### src/rtl/vga_fifo_fill_if.sv
`default_nettype none
// ============================================================================
// Module   : vga_fifo_fill_if
// Brief    : Memory-read and FIFO-write bundle for the VGA FIFO fill engine.
// Revision : 1.0 - initial release
// ============================================================================
interface vga_fifo_fill_if #(
    parameter int ADDR_W = 18
) ();
    logic              frame_flag;
    logic [35:0]       vga_pixel;
    logic              done_vga;
    logic              vga_flag;
    logic [ADDR_W-1:0] vga_addr;
    logic [63:0]       f2v_din;
    logic              f2v_wr_en;
    logic              f2v_full;
    logic              busy;
    logic              frame_done;

    modport master (
        input  frame_flag,
        input  vga_pixel,
        input  done_vga,
        input  f2v_full,
        output vga_flag,
        output vga_addr,
        output f2v_din,
        output f2v_wr_en,
        output busy,
        output frame_done
    );

    modport slave (
        output frame_flag,
        output vga_pixel,
        output done_vga,
        output f2v_full,
        input  vga_flag,
        input  vga_addr,
        input  f2v_din,
        input  f2v_wr_en,
        input  busy,
        input  frame_done
    );
endinterface
`default_nettype wire

### src/rtl/vga_fifo_fill.sv
`default_nettype none
// ============================================================================
// Module   : vga_fifo_fill
// Brief    : Walks the frame in raster order, fetching pixel pairs from memory
//            and pushing tagged 64-bit words into the VGA clock-crossing FIFO.
// Revision : 1.0 - initial release
// ============================================================================
module vga_fifo_fill #(
    parameter int H_ACTIVE = 640,
    parameter int V_ACTIVE = 480,
    parameter int ADDR_W   = 18
) (
    input  logic            clock,
    input  logic            reset,
    vga_fifo_fill_if.master bus
);

    localparam logic [1:0] c_IDLE = 2'd0;
    localparam logic [1:0] c_REQ  = 2'd1;
    localparam logic [1:0] c_PUSH = 2'd2;

    localparam logic [9:0] c_H_LAST = 10'(H_ACTIVE - 2);
    localparam logic [9:0] c_V_LAST = 10'(V_ACTIVE - 1);

    logic [1:0]        r_state;
    logic [9:0]        r_hcount;
    logic [9:0]        r_vcount;
    logic [ADDR_W-1:0] r_addr;
    logic [63:0]       r_din;
    logic              r_restart_pending;
    logic              r_frame_done;

    logic              w_write;
    logic              w_last_pair;

    // A restart in PUSH discards the held word, so the strobe is gated by frame_flag.
    assign w_write     = (r_state == c_PUSH) && !bus.f2v_full && !bus.frame_flag;
    assign w_last_pair = (r_hcount == c_H_LAST) && (r_vcount == c_V_LAST);

    assign bus.vga_flag   = (r_state == c_REQ);
    assign bus.busy       = (r_state != c_IDLE);
    assign bus.vga_addr   = r_addr;
    assign bus.f2v_din    = r_din;
    assign bus.f2v_wr_en  = w_write;
    assign bus.frame_done = r_frame_done;

    always_ff @(posedge clock or posedge reset) begin
        if (reset) begin
            r_state           <= c_IDLE;
            r_hcount          <= 10'd0;
            r_vcount          <= 10'd0;
            r_addr            <= '0;
            r_din             <= 64'd0;
            r_restart_pending <= 1'b0;
            r_frame_done      <= 1'b0;
        end else begin
            r_frame_done <= 1'b0;
            case (r_state)
                c_IDLE: begin
                    if (bus.frame_flag) begin
                        r_hcount          <= 10'd0;
                        r_vcount          <= 10'd0;
                        r_addr            <= '0;
                        r_restart_pending <= 1'b0;
                        r_state           <= c_REQ;
                    end
                end
                c_REQ: begin
                    if (bus.done_vga) begin
                        // A restart seen during the read lets it finish, then drops its data.
                        if (r_restart_pending || bus.frame_flag) begin
                            r_hcount          <= 10'd0;
                            r_vcount          <= 10'd0;
                            r_addr            <= '0;
                            r_restart_pending <= 1'b0;
                        end else begin
                            r_din   <= {r_hcount, r_vcount, 8'd0, bus.vga_pixel};
                            r_state <= c_PUSH;
                        end
                    end else if (bus.frame_flag) begin
                        r_restart_pending <= 1'b1;
                    end
                end
                c_PUSH: begin
                    if (bus.frame_flag) begin
                        r_hcount <= 10'd0;
                        r_vcount <= 10'd0;
                        r_addr   <= '0;
                        r_state  <= c_REQ;
                    end else if (w_write) begin
                        if (w_last_pair) begin
                            r_frame_done <= 1'b1;
                            r_state      <= c_IDLE;
                        end else begin
                            if (r_hcount == c_H_LAST) begin
                                r_hcount <= 10'd0;
                                r_vcount <= r_vcount + 10'd1;
                            end else begin
                                r_hcount <= r_hcount + 10'd2;
                            end
                            r_addr  <= r_addr + 1'b1;
                            r_state <= c_REQ;
                        end
                    end
                end
                default: begin
                    r_state <= c_IDLE;
                end
            endcase
        end
    end

endmodule
`default_nettype wire
### src/flat_wrapper.sv
// flat-port wrapper written by rule: the top's interface ports become plain ports
module vga_fifo_fill_flat 
#(
    parameter int H_ACTIVE = 640,
    parameter int V_ACTIVE = 480,
    parameter int ADDR_W   = 18
)
  (clock, reset, bus_frame_flag, bus_vga_pixel, bus_done_vga, bus_f2v_full, bus_vga_flag, bus_vga_addr, bus_f2v_din, bus_f2v_wr_en, bus_busy, bus_frame_done);
  vga_fifo_fill_if #(.ADDR_W(ADDR_W)) bus_i ();
  input  logic clock;
  input  logic reset;
  input wire logic [$bits(bus_i.frame_flag)-1:0] bus_frame_flag;
  input wire logic [$bits(bus_i.vga_pixel)-1:0] bus_vga_pixel;
  input wire logic [$bits(bus_i.done_vga)-1:0] bus_done_vga;
  input wire logic [$bits(bus_i.f2v_full)-1:0] bus_f2v_full;
  output wire logic [$bits(bus_i.vga_flag)-1:0] bus_vga_flag;
  output wire logic [$bits(bus_i.vga_addr)-1:0] bus_vga_addr;
  output wire logic [$bits(bus_i.f2v_din)-1:0] bus_f2v_din;
  output wire logic [$bits(bus_i.f2v_wr_en)-1:0] bus_f2v_wr_en;
  output wire logic [$bits(bus_i.busy)-1:0] bus_busy;
  output wire logic [$bits(bus_i.frame_done)-1:0] bus_frame_done;
  assign bus_i.frame_flag = bus_frame_flag;
  assign bus_i.vga_pixel = bus_vga_pixel;
  assign bus_i.done_vga = bus_done_vga;
  assign bus_i.f2v_full = bus_f2v_full;
  assign bus_vga_flag = bus_i.vga_flag;
  assign bus_vga_addr = bus_i.vga_addr;
  assign bus_f2v_din = bus_i.f2v_din;
  assign bus_f2v_wr_en = bus_i.f2v_wr_en;
  assign bus_busy = bus_i.busy;
  assign bus_frame_done = bus_i.frame_done;
  vga_fifo_fill #(.H_ACTIVE(H_ACTIVE), .V_ACTIVE(V_ACTIVE), .ADDR_W(ADDR_W)) u_core (.clock(clock), .reset(reset), .bus(bus_i));
endmodule
### config.mk
export PLATFORM = sky130hd
export DESIGN_NAME = vga_fifo_fill_flat
export DESIGN_NICKNAME = d
export VERILOG_FILES = /design/src/rtl/vga_fifo_fill_if.sv /design/src/rtl/vga_fifo_fill.sv /design/src/flat_wrapper.sv
export SDC_FILE = /design/constraint.sdc
export NUM_CORES = 1
export LEC_CHECK = 0
export BUFFER_PORTS_ARGS = -buffer_cell sky130_fd_sc_hd__buf_2
export CAP_MARGIN = 20
export CORE_ASPECT_RATIO = 1.25
export CORE_MARGIN = 2
export CORE_UTILIZATION = 40
export DETAILED_ROUTE_END_ITERATION = 8
export PLACE_DENSITY_LB_ADDON = 0.08
export RECOVER_POWER = 100
export SYNTH_ARGS = -nofsm -noshare
export SYNTH_HDL_FRONTEND = slang
export SYNTH_SLANG_ARGS = --single-unit
### constraint.sdc
create_clock -name clock -period 6.59 [get_ports clock]
set_clock_uncertainty 0.05 [all_clocks]
set_input_delay 1.318 -clock clock [delete_from_list [all_inputs] [get_ports clock]]
set_output_delay 1.318 -clock clock [all_outputs]
set_load 0.03 [all_outputs]
==> results.md <==
* Clock transition at path regs at 0.06 ns
* Hold Path Class: reg2reg
* Post-route cell area at 5251 µm²
* Initial DRC count at 234
* Synth Instances at 390
* Post-layout net count at 548
* Cell Area, Synth at 4454 µm²
* RSZ-0062 raised after global routing: false
* Hold-fix buffers, CTS at 0
* H-tree depth at 3
* First-pass GRT wire length at 16,930 µm
* Crit-path cells: clkbuf_1 -> or3b_1 -> nor2_1 -> clkbuf_1
* Ant. Diodes at 0
* # setup viols final at 0
* Total die area at 12,000 µm²
* Final hold vios at 0
* Slew HR at -97.61%
* Hold depth at 2
* Yosys warning count at 0
* Post-synth EDFFs at 0
* Sequential power share at 41.9%
* HP Start: u_core.bus.f2v_din[49]
* Layout cells sized above 1 at 22.05%
* Top FF cell, synth: dfrtp_1
* Max stage delay on crit path at 0.56 ns
* Count of cell types in the netlist at 47
* Vias per cell at 5.404
* Failing checks: capacitance limit, slew limit
* ANT nets after route at 0
* Sw frac at 37.47%
* Cell area after placement at 5100 µm²
* Period minus WS final at 4.168 ns
* R2R depth at 6
* Period utilization at 63.25%
* Worst EP required at 5.22 ns
* Cell mode on critical path: clkbuf_1
* Register bit total from synthesis at 96
* Pin count of the biggest net entering global routing at 59
* Critical Path AT at 2.80 ns
* Crit end category: output port
* Crit-path max FO at 11
* Core Footprint at 10,980 µm²
* Drt pass-1 iters at 4
* Average size of a mapped cell at 11.42 µm²
* Max stage delay cell, worst path: or3b_1
* Routed via count at 3,475
* HPWL Detailed at 7207 µm
* Worst skew pair latency at 0.34 ns
* Routed WL per cell at 15.93 µm
* Worst r2r src: u_core.r_state[1]
* Clock network fraction of design power at 26.2%
* Async set or reset register ratio after synthesis at 100.0%
* Status: finished with violations
* Gr usage total at 17.58%
* Hold Crit Endpoint: u_core.bus.f2v_din[49]
* Die width at 98.39 µm
* Post-CTS Setup Bufs at 0
* Worst VDD drop at 0.1228 mV
* CTS tree: yes
* FMAX at 0.2399 GHz
* Crit path kind: in2out
* Worst-Margin Slew at 2.964 ns
* RePlAce Congestion at 0.8768
* Cell row count at 43
* Final Slew Violations at 109
* Area Overhead vs Synth at 17.89%
* Initial core utilization at 40.58%
* Power Density at 352.4 nW/µm²
* Remaining DRCs at 0
* Vias in the first global route at 3,438
* Hold slack at 0.4294 ns
* Max Cap Violations at 2
* Clock buffer count from CTS at 9
* Leak Pwr at 0.002248 µW
* Antenna violations before repair at 0
* Num Clock Sinks at 96
* Gates resized, CTS repair at 0
* Gr ovfl total at 0
* DP Worst Slack at 2.642 ns
* Die Height at 122.0 µm
* Sequential share of the synthesized area at 53.93%
* Comb pwr share at 31.9%
* Root buffer cell: clkbuf_16
* Power Internal at 1157 µW
* Setup TNS at 0 ns
* Startpoint Class: primary input
* R2R setup slack at 3.05 ns
* Final wirelength at 10,240 µm
* CTS max path bufs at 2
* NetSw at 693.4 µW
* Worst r2r dst: u_core.bus.f2v_din[53]
* Ports at 127
* IO buf count at 117
* Setup WS post-layout at 2.422 ns
final cells by class:
type,count,area (µm²)
fill,1087,5724
sequential,96,2402
multi-input combinational,265,1857
timing repair buffer,121,505.5
clock buffer,13,260.3
tap,135,168.9
inverter,11,42.54
clock inverter,2,15.01
flip-flops by register name (all words and copies together) (netlist names):
register / cells
u_core.bus.f2v_din: 55
u_core.bus.frame_done: 1
u_core.bus.vga_addr: 18
u_core.r_hcount: 9
u_core.r_restart_pending: 1
u_core.r_state: 2
u_core.r_vcount: 10
how the worst max path moves through the flow:
stage	startpoint	endpoint	slack (ns)	cells after the start
4_1_cts	bus_frame_flag	bus_f2v_wr_en	2.64	4
3_3_place_gp	bus_frame_flag	bus_f2v_wr_en	2.70	4
6_report	bus_frame_flag	bus_f2v_wr_en	2.42	4
2_1_floorplan	reset	u_core.bus.f2v_din[0]	2.72	1
5_1_grt	bus_frame_flag	u_core.bus.f2v_din[51]	2.10	5
3_5_place_dp	bus_frame_flag	bus_f2v_wr_en	2.64	4
cells in the mapped netlist (2+ instances only):
| cell type | instances | area [µm²] |
|---|---|---|
| dfrtp_1 | 96 | 2402 |
| mux2_2 | 52 | 585.6 |
| nand2_1 | 28 | 105.1 |
| a21oi_1 | 27 | 135.1 |
| o31ai_1 | 22 | 165.2 |
| o21ai_0 | 19 | 95.09 |
| or4_1 | 15 | 112.6 |
| nor2_1 | 13 | 48.80 |
| inv_1 | 11 | 41.29 |
| buf_4 | 10 | 75.07 |
| nand3_1 | 9 | 45.04 |
| nand4_1 | 9 | 56.30 |
| o21ai_1 | 8 | 40.04 |
| or3_1 | 6 | 37.54 |
| clkbuf_1 | 5 | 18.77 |
| nand2b_1 | 5 | 31.28 |
| buf_1 | 4 | 15.01 |
| buf_6 | 4 | 45.04 |
| a31oi_1 | 3 | 18.77 |
| and3_1 | 3 | 18.77 |
| buf_2 | 3 | 15.01 |
| ha_1 | 3 | 37.54 |
| mux2i_1 | 3 | 30.03 |
| a41oi_1 | 2 | 17.52 |
| and2_1 | 2 | 12.51 |
| nor3_1 | 2 | 10.01 |
| nor4_1 | 2 | 12.51 |
| nor4_4 | 2 | 42.54 |
| o211ai_1 | 2 | 15.01 |
| o41ai_1 | 2 | 17.52 |
| or2_1 | 2 | 12.51 |
cells by family after synthesis:
group / synth area share [%]
muxes: 13.82
buffers and inverters: 4.719
AOI/OAI and AO/OA: 12.56
adders and majority gates: 0.8428
and+or+nand+nor: 14.05
DFF: 53.93
other: 0.08419
cell usage in the layout (no fill, tap or decap), types with 10 or more instances in the layout:
cell type  count
a21oi_1       27
buf_2         38
clkbuf_1      84
dfrtp_1       96
inv_1         10
mux2_2        52
nand2_1       28
nor2_1        14
o21ai_0       21
o31ai_1       22
or4_1         15
power groups by stage:
stage	clock network, µW	logic [µW]	registers, µW
6_report	484	591	775
5_1_grt	525	635	791
4_1_cts	501	635	772
3_5_place_dp	0	634	783
3_3_place_gp	0	628	776
2_1_floorplan	0	215	1020
routing by layer:
layer  track usage, %  up-vias  share of wire, %
met5                0        -                 0
met1            22.40     1707                45
met4            7.449        0               1.6
met2            29.80      104                49
met3            2.754       10               5.0
li1                 -     1654                 -
critical path, delay by kind of cell:
family,cells,cell delay (ns)
buffers and inverters,2,0.51
AND/OR/NAND/NOR,2,0.97
through the flow:
| step | cells | util [%] | total power [µW] |
|---|---|---|---|
| global route | 643 | 47.85 | 1951 |
| finish | 643 | 47.85 | 1851 |
| floorplan | 398 | - | 1233 |
| global placement | 627 | 46.47 | 1404 |
| detailed placement | 627 | 46.47 | 1417 |
| CTS | 642 | 48.97 | 1907 |
Power figures use the tool's default switching activity.
